`src/rtl/uart_tx_pkg.sv`:
```
// uart_tx_pkg: FSM state type and status bit positions for mmio_uart_tx.
// UART_TX_PARITY_EN adds the PARITY state to the encoding.
package uart_tx_pkg;
`ifdef UART_TX_PARITY_EN
    typedef enum logic [2:0] {IDLE, START, DATA, PARITY, STOP} tx_state_t;
`else
    typedef enum logic [2:0] {IDLE, START, DATA, STOP} tx_state_t;
`endif
    localparam int FULL_B  = 0;
    localparam int EMPTY_B = 1;
    localparam int BUSY_B  = 2;
    localparam int OVF_B   = 3;
endpackage

```
`src/rtl/uart_tx_fifo.sv`:
```
// uart_tx_fifo: power-of-two FIFO with extra-MSB pointers; head entry visible combinationally.
// Unaffected by UART_TX_PARITY_EN.
module uart_tx_fifo #(
    parameter int Width = 8,
    parameter int Depth = 8
) (
    input  logic             clock,
    input  logic             reset,
    input  logic             push,
    input  logic             pop,
    input  logic [Width-1:0] wdata,
    output logic [Width-1:0] rdata,
    output logic             full,
    output logic             empty
);
    localparam int AW = $clog2(Depth);
    logic [Width-1:0] mem [Depth];
    logic [AW:0] wr_ptr, rd_ptr;
    always_ff @(posedge clock) begin
        if (reset) begin
            wr_ptr <= '0;
            rd_ptr <= '0;
        end else begin
            if (push) wr_ptr <= wr_ptr + (AW+1)'(1);
            if (pop) rd_ptr <= rd_ptr + (AW+1)'(1);
        end
    end
    always_ff @(posedge clock) if (push) mem[wr_ptr[AW-1:0]] <= wdata;
    assign rdata = mem[rd_ptr[AW-1:0]];
    assign empty = wr_ptr == rd_ptr;
    assign full = (wr_ptr[AW] != rd_ptr[AW]) && (wr_ptr[AW-1:0] == rd_ptr[AW-1:0]);
endmodule

```
`src/rtl/mmio_uart_tx.sv`:
```
// mmio_uart_tx: store-driven UART transmitter with FIFO, sticky overflow and status register.
// Frames are 8N1; defining UART_TX_PARITY_EN makes them 8E1.
module mmio_uart_tx
    import uart_tx_pkg::*;
#(
    parameter int dataW                   = 32,
    parameter int RAMAddrSize             = 16,
    parameter logic [RAMAddrSize-1:0] TxDataAddr = 16'hFFF0,
    parameter logic [RAMAddrSize-1:0] TxStatAddr = 16'hFFF4,
    parameter int ClksPerBit              = 868,
    parameter int FifoDepth               = 8
) (
    input  logic                   clock,
    input  logic                   reset,
    input  logic [RAMAddrSize-1:0] RAMAddr,
    input  logic [dataW-1:0]       DataIn,
    input  logic                   RAMWriteControl,
    input  logic                   InsCacheStall,
    output logic [dataW-1:0]       StatusOut,
    output logic                   StatusHit,
    output logic                   TxOut,
    output logic                   TxBusy
);
    localparam int BW = $clog2(ClksPerBit);
    localparam logic [BW-1:0] BAUD_MAX = BW'(ClksPerBit - 1);
    tx_state_t state, state_n;
    logic [BW-1:0] baud, baud_n;
    logic [2:0] bit_cnt, bit_cnt_n;
    logic [7:0] data, data_n, rdata;
    logic tx, tx_n, ovf, ovf_n;
    logic we, push_req, push, pop, full, empty, bit_done;
    assign we = RAMWriteControl & ~InsCacheStall;
    assign push_req = we && RAMAddr == TxDataAddr;
    assign push = push_req && !full;
    // an overflow in the same cycle as a clear leaves the flag set
    assign ovf_n = (push_req && full) ? 1'b1 :
                   (we && RAMAddr == TxStatAddr && DataIn[3]) ? 1'b0 : ovf;
    assign bit_done = baud == '0;
    uart_tx_fifo #(.Width(8), .Depth(FifoDepth)) u_fifo (
        .clock(clock),
        .reset(reset),
        .push(push),
        .pop(pop),
        .wdata(DataIn[7:0]),
        .rdata(rdata),
        .full(full),
        .empty(empty)
    );
    always_ff @(posedge clock) begin
        if (reset) begin
            state   <= IDLE;
            baud    <= '0;
            bit_cnt <= '0;
            data    <= '0;
            tx      <= 1'b1;
            ovf     <= 1'b0;
        end else begin
            state   <= state_n;
            baud    <= baud_n;
            bit_cnt <= bit_cnt_n;
            data    <= data_n;
            tx      <= tx_n;
            ovf     <= ovf_n;
        end
    end
    always_comb begin
        state_n   = state;
        baud_n    = bit_done ? baud : baud - BW'(1);
        bit_cnt_n = bit_cnt;
        data_n    = data;
        tx_n      = tx;
        pop       = 1'b0;
        case (state)
            IDLE: if (!empty) begin
                pop     = 1'b1;
                data_n  = rdata;
                tx_n    = 1'b0;
                baud_n  = BAUD_MAX;
                state_n = START;
            end
            START: if (bit_done) begin
                baud_n    = BAUD_MAX;
                bit_cnt_n = 3'd0;
                tx_n      = data[0];
                state_n   = DATA;
            end
            DATA: if (bit_done) begin
                baud_n    = BAUD_MAX;
                bit_cnt_n = bit_cnt + 3'd1;
                tx_n      = data[bit_cnt + 3'd1];
                if (bit_cnt == 3'd7) begin
`ifdef UART_TX_PARITY_EN
                    tx_n    = ^data;
                    state_n = PARITY;
`else
                    tx_n    = 1'b1;
                    state_n = STOP;
`endif
                end
            end
`ifdef UART_TX_PARITY_EN
            PARITY: if (bit_done) begin
                baud_n  = BAUD_MAX;
                tx_n    = 1'b1;
                state_n = STOP;
            end
`endif
            // chain straight into the next start bit when more data is queued
            STOP: if (bit_done) begin
                if (!empty) begin
                    pop     = 1'b1;
                    data_n  = rdata;
                    tx_n    = 1'b0;
                    baud_n  = BAUD_MAX;
                    state_n = START;
                end else begin
                    state_n = IDLE;
                end
            end
            default: state_n = IDLE;
        endcase
    end
    always_comb begin
        StatusOut          = '0;
        StatusOut[FULL_B]  = full;
        StatusOut[EMPTY_B] = empty;
        StatusOut[BUSY_B]  = state != IDLE;
        StatusOut[OVF_B]   = ovf;
    end
    assign StatusHit = RAMAddr == TxStatAddr && !InsCacheStall;
    assign TxOut = tx;
    assign TxBusy = state != IDLE;
endmodule

```
`config.mk`:
```
export PLATFORM = sky130hd
export DESIGN_NAME = mmio_uart_tx
export DESIGN_NICKNAME = d
export VERILOG_FILES = /design/src/rtl/uart_tx_pkg.sv /design/src/rtl/uart_tx_fifo.sv /design/src/rtl/mmio_uart_tx.sv
export SDC_FILE = /design/constraint.sdc
export NUM_CORES = 1
export LEC_CHECK = 0
export ABC_AREA = 1
export BUFFER_PORTS_ARGS = -buffer_cell sky130_fd_sc_hd__buf_4
export CAP_MARGIN = 10
export CORE_ASPECT_RATIO = 0.7
export CORE_MARGIN = 3
export CORE_UTILIZATION = 60
export DETAILED_ROUTE_END_ITERATION = 8
export HOLD_SLACK_MARGIN = 0.15
export PLACE_DENSITY = 0.82
export SLEW_MARGIN = 20
export SYNTH_ARGS = -nofsm -noshare
export SYNTH_HDL_FRONTEND = slang
export SYNTH_SLANG_ARGS = --single-unit
```
`constraint.sdc`:
```
create_clock -name clock -period 5.2 [get_ports clock]
set_clock_uncertainty 0.15 [all_clocks]
set_input_delay 0.26 -clock clock [delete_from_list [all_inputs] [get_ports clock]]
set_output_delay 0.26 -clock clock [all_outputs]
set_load 0.02 [all_outputs]
```
### Word-level counts from Yosys, hierarchy flattened

Memories as Yosys holds them, arrays and structs flattened. A register that Yosys moved wholly into a read port is not among the register bits.
Cells that the tools add are included.

* bits in registers: 34
* bits in writable memories: 64
* input bits: 52
* output and inout bits: 35
* logic and storage cells: 86
* memories: 1

Memories
* u_fifo.mem: depth 8, bits a word 8, read ports 1, clocked after Yosys merged registers in 1, wr ports 1, line uart_tx_fifo.sv:17 `logic [Width-1:0] mem [Depth];`

* $add $sub $neg: 4
* magnitude comparators: 1
* eq/ne operators: 14
* mux-type cells: 35
* bitwise operators: 2
* reduce and logical (&&, ||, !) cells: 21

Operator list (count)
* two-way mux 10 bit: 4
* equality test 16 bit (second input constant): 2
* case mux 10 bit (3 select lines): 1
* two-way mux 3 bit: 9
* two-way mux 8 bit: 2
* case mux 8 bit (2 select lines): 1
* two-way mux 1 bit: 13
* case mux 3 bit (4 select lines): 1
* logical NOT 10 bit: 1
* != test 2 bit (second input constant): 5
* subtractor 10 x 1 -> 10 bit (second input constant): 1
* adder 4 x 1 -> 4 bit (second input constant): 2
* logical AND 1 bit: 7
* equality test 3 x 2 -> 1 bit (second input constant): 2
* case mux 3 bit (2 select lines): 1
* nonzero test 2 bit: 3
* AND reduction 5 bit: 1
* equality test 4 bit: 1
* < comparator 3 x 4 -> 1 bit (second input constant): 1
* case mux 1 bit (4 select lines): 1
* AND reduction 4 bit: 1
* nonzero test 4 bit: 1
* adder 3 x 1 -> 3 bit (second input constant): 1
* binary-select mux 1 bit (select 3 bit): 1
* 13 further kinds: 14

### Logic depth before layout (Yosys ltp)

* depth after elaboration: 6
* depth in mapped cells: 12

### Modules after synthesis

Synthesis repeated with hierarchy kept, for this count alone.

* cells, all modules: 617
* area total of the unflattened synthesis: 5165.0 sq um

Modules (own cells, without submodules)
* uart_tx_fifo: times used 1, cells an instance 345, area each 3345.7 sq um
* mmio_uart_tx: times used 1, cells an instance 272, area each 1819.2 sq um

### Worst setup path before layout

Ideal clock, no wire load.

* kind: register to register
* from: reg u_fifo.wr_ptr[1]
* to: mem u_fifo.mem[3][0], enable pin
* arrival time: 1.689 ns
* path slack: 2.978 ns
* cell stages (with the launch flop): 10
* buffers on the path: 1
* clock period less this slack: 2.222 ns
* cell sequence: dfxtp_1 buf_6 inv_2 nand2_1 nand2_1 nand2_4 nor3_4 nor3_2 nand2_2 nor3_1

* word-level cells in the longest chain between the ends: 6

Ends and longest elaborated chain
* start: declaration: line uart_tx_fifo.sv:18 `logic [AW:0] wr_ptr, rd_ptr;`
* start signal: assignment: line uart_tx_fifo.sv:24 `if (push) wr_ptr <= wr_ptr + (AW+1)'(1);`
* equality test 3 bit: line uart_tx_fifo.sv:31 `assign full = (wr_ptr[AW] != rd_ptr[AW]) && (wr_ptr[AW-1:0] == rd_ptr[AW-1:0]);`
* logical AND 1 bit: line uart_tx_fifo.sv:31
* net full: line mmio_uart_tx.sv:31 `logic we, push_req, push, pop, full, empty, bit_done;`
* logical NOT 1 bit: line mmio_uart_tx.sv:34 `assign push = push_req && !full;`
* logical AND 1 bit: line mmio_uart_tx.sv:34
* two-way mux 1 bit: line uart_tx_fifo.sv:28 `always_ff @(posedge clock) if (push) mem[wr_ptr[AW-1:0]] <= wdata;`
* two-way mux 1 bit (not written as such): line uart_tx_fifo.sv:28
* end: declaration: line uart_tx_fifo.sv:17

The timed path passes the listed nets, and every way through them passes these cells.

### Worst setup path in the final report

* from: reg u_fifo.wr_ptr[1]
* to: mem u_fifo.mem[7][7], enable pin

* word-level cells in the longest chain between the ends: 6

Ends and longest elaborated chain (line)
* equality test 3 bit: uart_tx_fifo.sv:31
* logical AND 1 bit: uart_tx_fifo.sv:31
* logical NOT 1 bit: mmio_uart_tx.sv:34
* logical AND 1 bit: mmio_uart_tx.sv:34
* two-way mux 1 bit: uart_tx_fifo.sv:28
* two-way mux 1 bit (not written as such): uart_tx_fifo.sv:28

Several ways; a longest one is shown, not always the timed one.

==> results.toml <==
[worst_setup_path]
critical_path_class = "reg2reg"
cp-endpoint = "u_fifo.mem[7][7]"
rr_worst_depth = 8
worstPathRequired_ps = 5020
r2r_slack_ps = 2600
arrival_ps = 2430
cp_max_fo = 9
end_kind = "register"
r2r-start = "u_fifo.wr_ptr[1]"
r2r_end = "u_fifo.mem[7][7]"
cp-start-kind = "register"
startpoint = "u_fifo.wr_ptr[1]"

[outcome]
outcome = "complete, no violations"

[die]
die_w_um = 114
io_pins = 87
core_mm2 = 0.00758
die_area_mm2 = 0.00925
num_rows = 26
die_h_um = 81.4
initial_core_util_pct = 64.2

[cells_and_area]
multi_input_area_mm2 = 0.00185
fill_cells = 522
final_cell_mix = "101 x nor2_1, 87 x nand2_1, 64 x edfxtp_1"
antenna_cells = 0
area_growth_pct = 11.8
fin_cells = 683
register_area_mm2 = 0.00264
final_util_pct = 71.8
nets = 642
drive_gt1_share_pct = 13.7
layout_commonest_cell = "nor2_1"

[clock_network]
clock-root-buffer = "clkbuf_16"
clkTransAtPathRegs_ps = 70
cts_buffers = 9
cts_tree = "done"
htree_levels = 3
cts.sinks = 100
clk_path_buf_depth = 2
insertion_delay_ps = 350

[yosys]
ys_seq_area_share_pct = 54.3
yosys_register_bits = 100
netlist-cell-type-count = 36
avgSynthCellArea_um2 = 8.98
synthCells = 542
yosys_warnings = 0
syn_area_mm2 = 0.00487

[global_routing]
grt_pass1_wl_um = 16400
groute.usage.overall_pct = 23.0
grt_start_max_net_pins = 34
grt_pass1_vias = 3624
overflow = 0
antenna_found_initial = 0

[power_and_ir_drop]
p_leak_nw = 2.22
power_density_mw_per_mm2 = 431
power.total_mw = 2.35
max-vdd-ir-drop_mv = 0.210

[sta]
worst_slew_pin_slew_ps = 1050
finalMaxSlewViolations = 0
fmax_mhz = 384
rsz0062_at_grt = "no"
finalSetupTns_ps = 0
setup_violations = 0
maxSlewHeadroom_pct = 30.2
period_share_pct = 50.1
min_period_ps = 2600
fin_ws_ps = 2600
hold_viol = 0

[route]
routed-via-count = 3682
routedWlPerCell_um = 14.5
wirelength_um = 9900
drc = 0
viasPerCell = 5.39
firstDrtPassIters = 5
ant_nets = 0
drtIter0Drc = 280

[placed_design]
dpl.hpwl_um = 6640
gp_congestion = 0.857
place_ws_ps = 2280
dp.cells = 658
io_buffers = 34

[hold_path]
hold_path_class = "in2reg"

[run]
drv_cap = 0
==> sequential cells by signal (all words and copies together), names as in the netlist, named ones only <==
signal	cells
TxOut	1
baud	10
bit_cnt	3
data	8
ovf	1
state	2
u_fifo.mem	64
u_fifo.rd_ptr	4
u_fifo.wr_ptr	4
==> final cells by class <==
type / count / share of cell area [%]
clock buffers: 9 / 4.14
clock inverters: 7 / 1.08
inverters: 43 / 3.01
multi-input cells: 378 / 33.9
flip-flops and latches: 100 / 48.6
well taps: 98 / 2.25
repair buffers: 48 / 7.03
==> Yosys cell counts <==
cell type / instances / area share (%)
ha_1: 10 / 2.6
xnor2_1: 2 / 0.36
o21ai_1: 7 / 0.72
conb_1: 1 / 0.077
buf_6: 2 / 0.46
o21ai_2: 3 / 0.54
nor3_1: 10 / 1.0
o22ai_1: 1 / 0.13
nand2_4: 3 / 0.69
edfxtp_1: 64 / 39
a31oi_1: 2 / 0.26
nor2_4: 1 / 0.23
nand2_2: 3 / 0.39
nand4_1: 4 / 0.51
o21a_1: 1 / 0.15
xor2_1: 9 / 1.6
buf_1: 1 / 0.077
inv_2: 4 / 0.31
nor2_1: 101 / 7.8
or2_1: 1 / 0.13
buf_4: 33 / 5.1
inv_1: 38 / 2.9
clkbuf_1: 9 / 0.69
nand3_2: 3 / 0.62
dfxtp_1: 36 / 15
a21oi_1: 16 / 1.6
or3_1: 1 / 0.13
nor2_2: 3 / 0.39
nand2_1: 87 / 6.7
nand3_1: 18 / 1.9
inv_4: 1 / 0.13
nor2_8: 1 / 0.41
nor3_4: 1 / 0.33
buf_2: 3 / 0.31
nor3_2: 1 / 0.21
o21ai_0: 61 / 6.3
==> cells by family (layout without fill, tap and decap cells) <==
| kind of cell | after synthesis | count (layout) | synth area share [%] |
|---|---|---|---|
| other | 1 | 28 | 0.0770 |
| buffers and inverters | 91 | 107 | 9.99 |
| xor gates and xnor gates | 11 | 11 | 1.98 |
| adders and majority gates | 10 | 10 | 2.57 |
| DFF | 100 | 100 | 54.3 |
| and+or+nand+nor | 238 | 238 | 21.4 |
| AOI/OAI and AO/OA | 91 | 91 | 9.71 |
==> worst min-delay path by stage <==
stage | from | end | slack [ps] | cells after the start
after floorplan | reset | baud[0] | 180 | 1
after global placement | bit_cnt[2] | bit_cnt[2] | 310 | 2
after detailed placement | bit_cnt[2] | bit_cnt[2] | 320 | 2
after CTS | InsCacheStall | ovf | 180 | 5
after global routing | RAMAddr[2] | ovf | 220 | 6
final | InsCacheStall | ovf | 180 | 5
==> per-stage QoR <==
step	hold slack, ps	instance area, µm²
after detailed placement	322	5070
final	182	5440
after floorplan	179	4970
after global placement	307	5070
after CTS	175	5440
after global routing	223	5440
==> critical path: stages (launching register included) <==
cell	delay [ps]
dfxtp_1	530
inv_2	90
nand2_1	80
nand2_1	90
nand2_4	120
nor3_4	60
nor3_2	240
nand2_2	150
nor2_1	710
==> power breakdown <==
part / internal, mW / switching (mW)
sequential: 0.894 / 0.0777
clock: 0.332 / 0.301
combinational: 0.268 / 0.476
total: 1.49 / 0.854
==> layer usage <==
layer	GRT usage, %	part of all wire, %	vias up
met1	30.3	42	1660
li1	-	-	1808
met4	9.60	0.86	0
met5	0	0	-
met3	6.25	11	13
met2	36.4	46	201
==> repair_timing <==
item                                    CTS  global route
gates resized for setup                   0             0
endpoints found under the setup margin    0             0
setup buffers                             0             0
hold buffers                              9             0
hold endpoints to repair                 77             0
No activity file was read; power rests on OpenSTA's default activity.
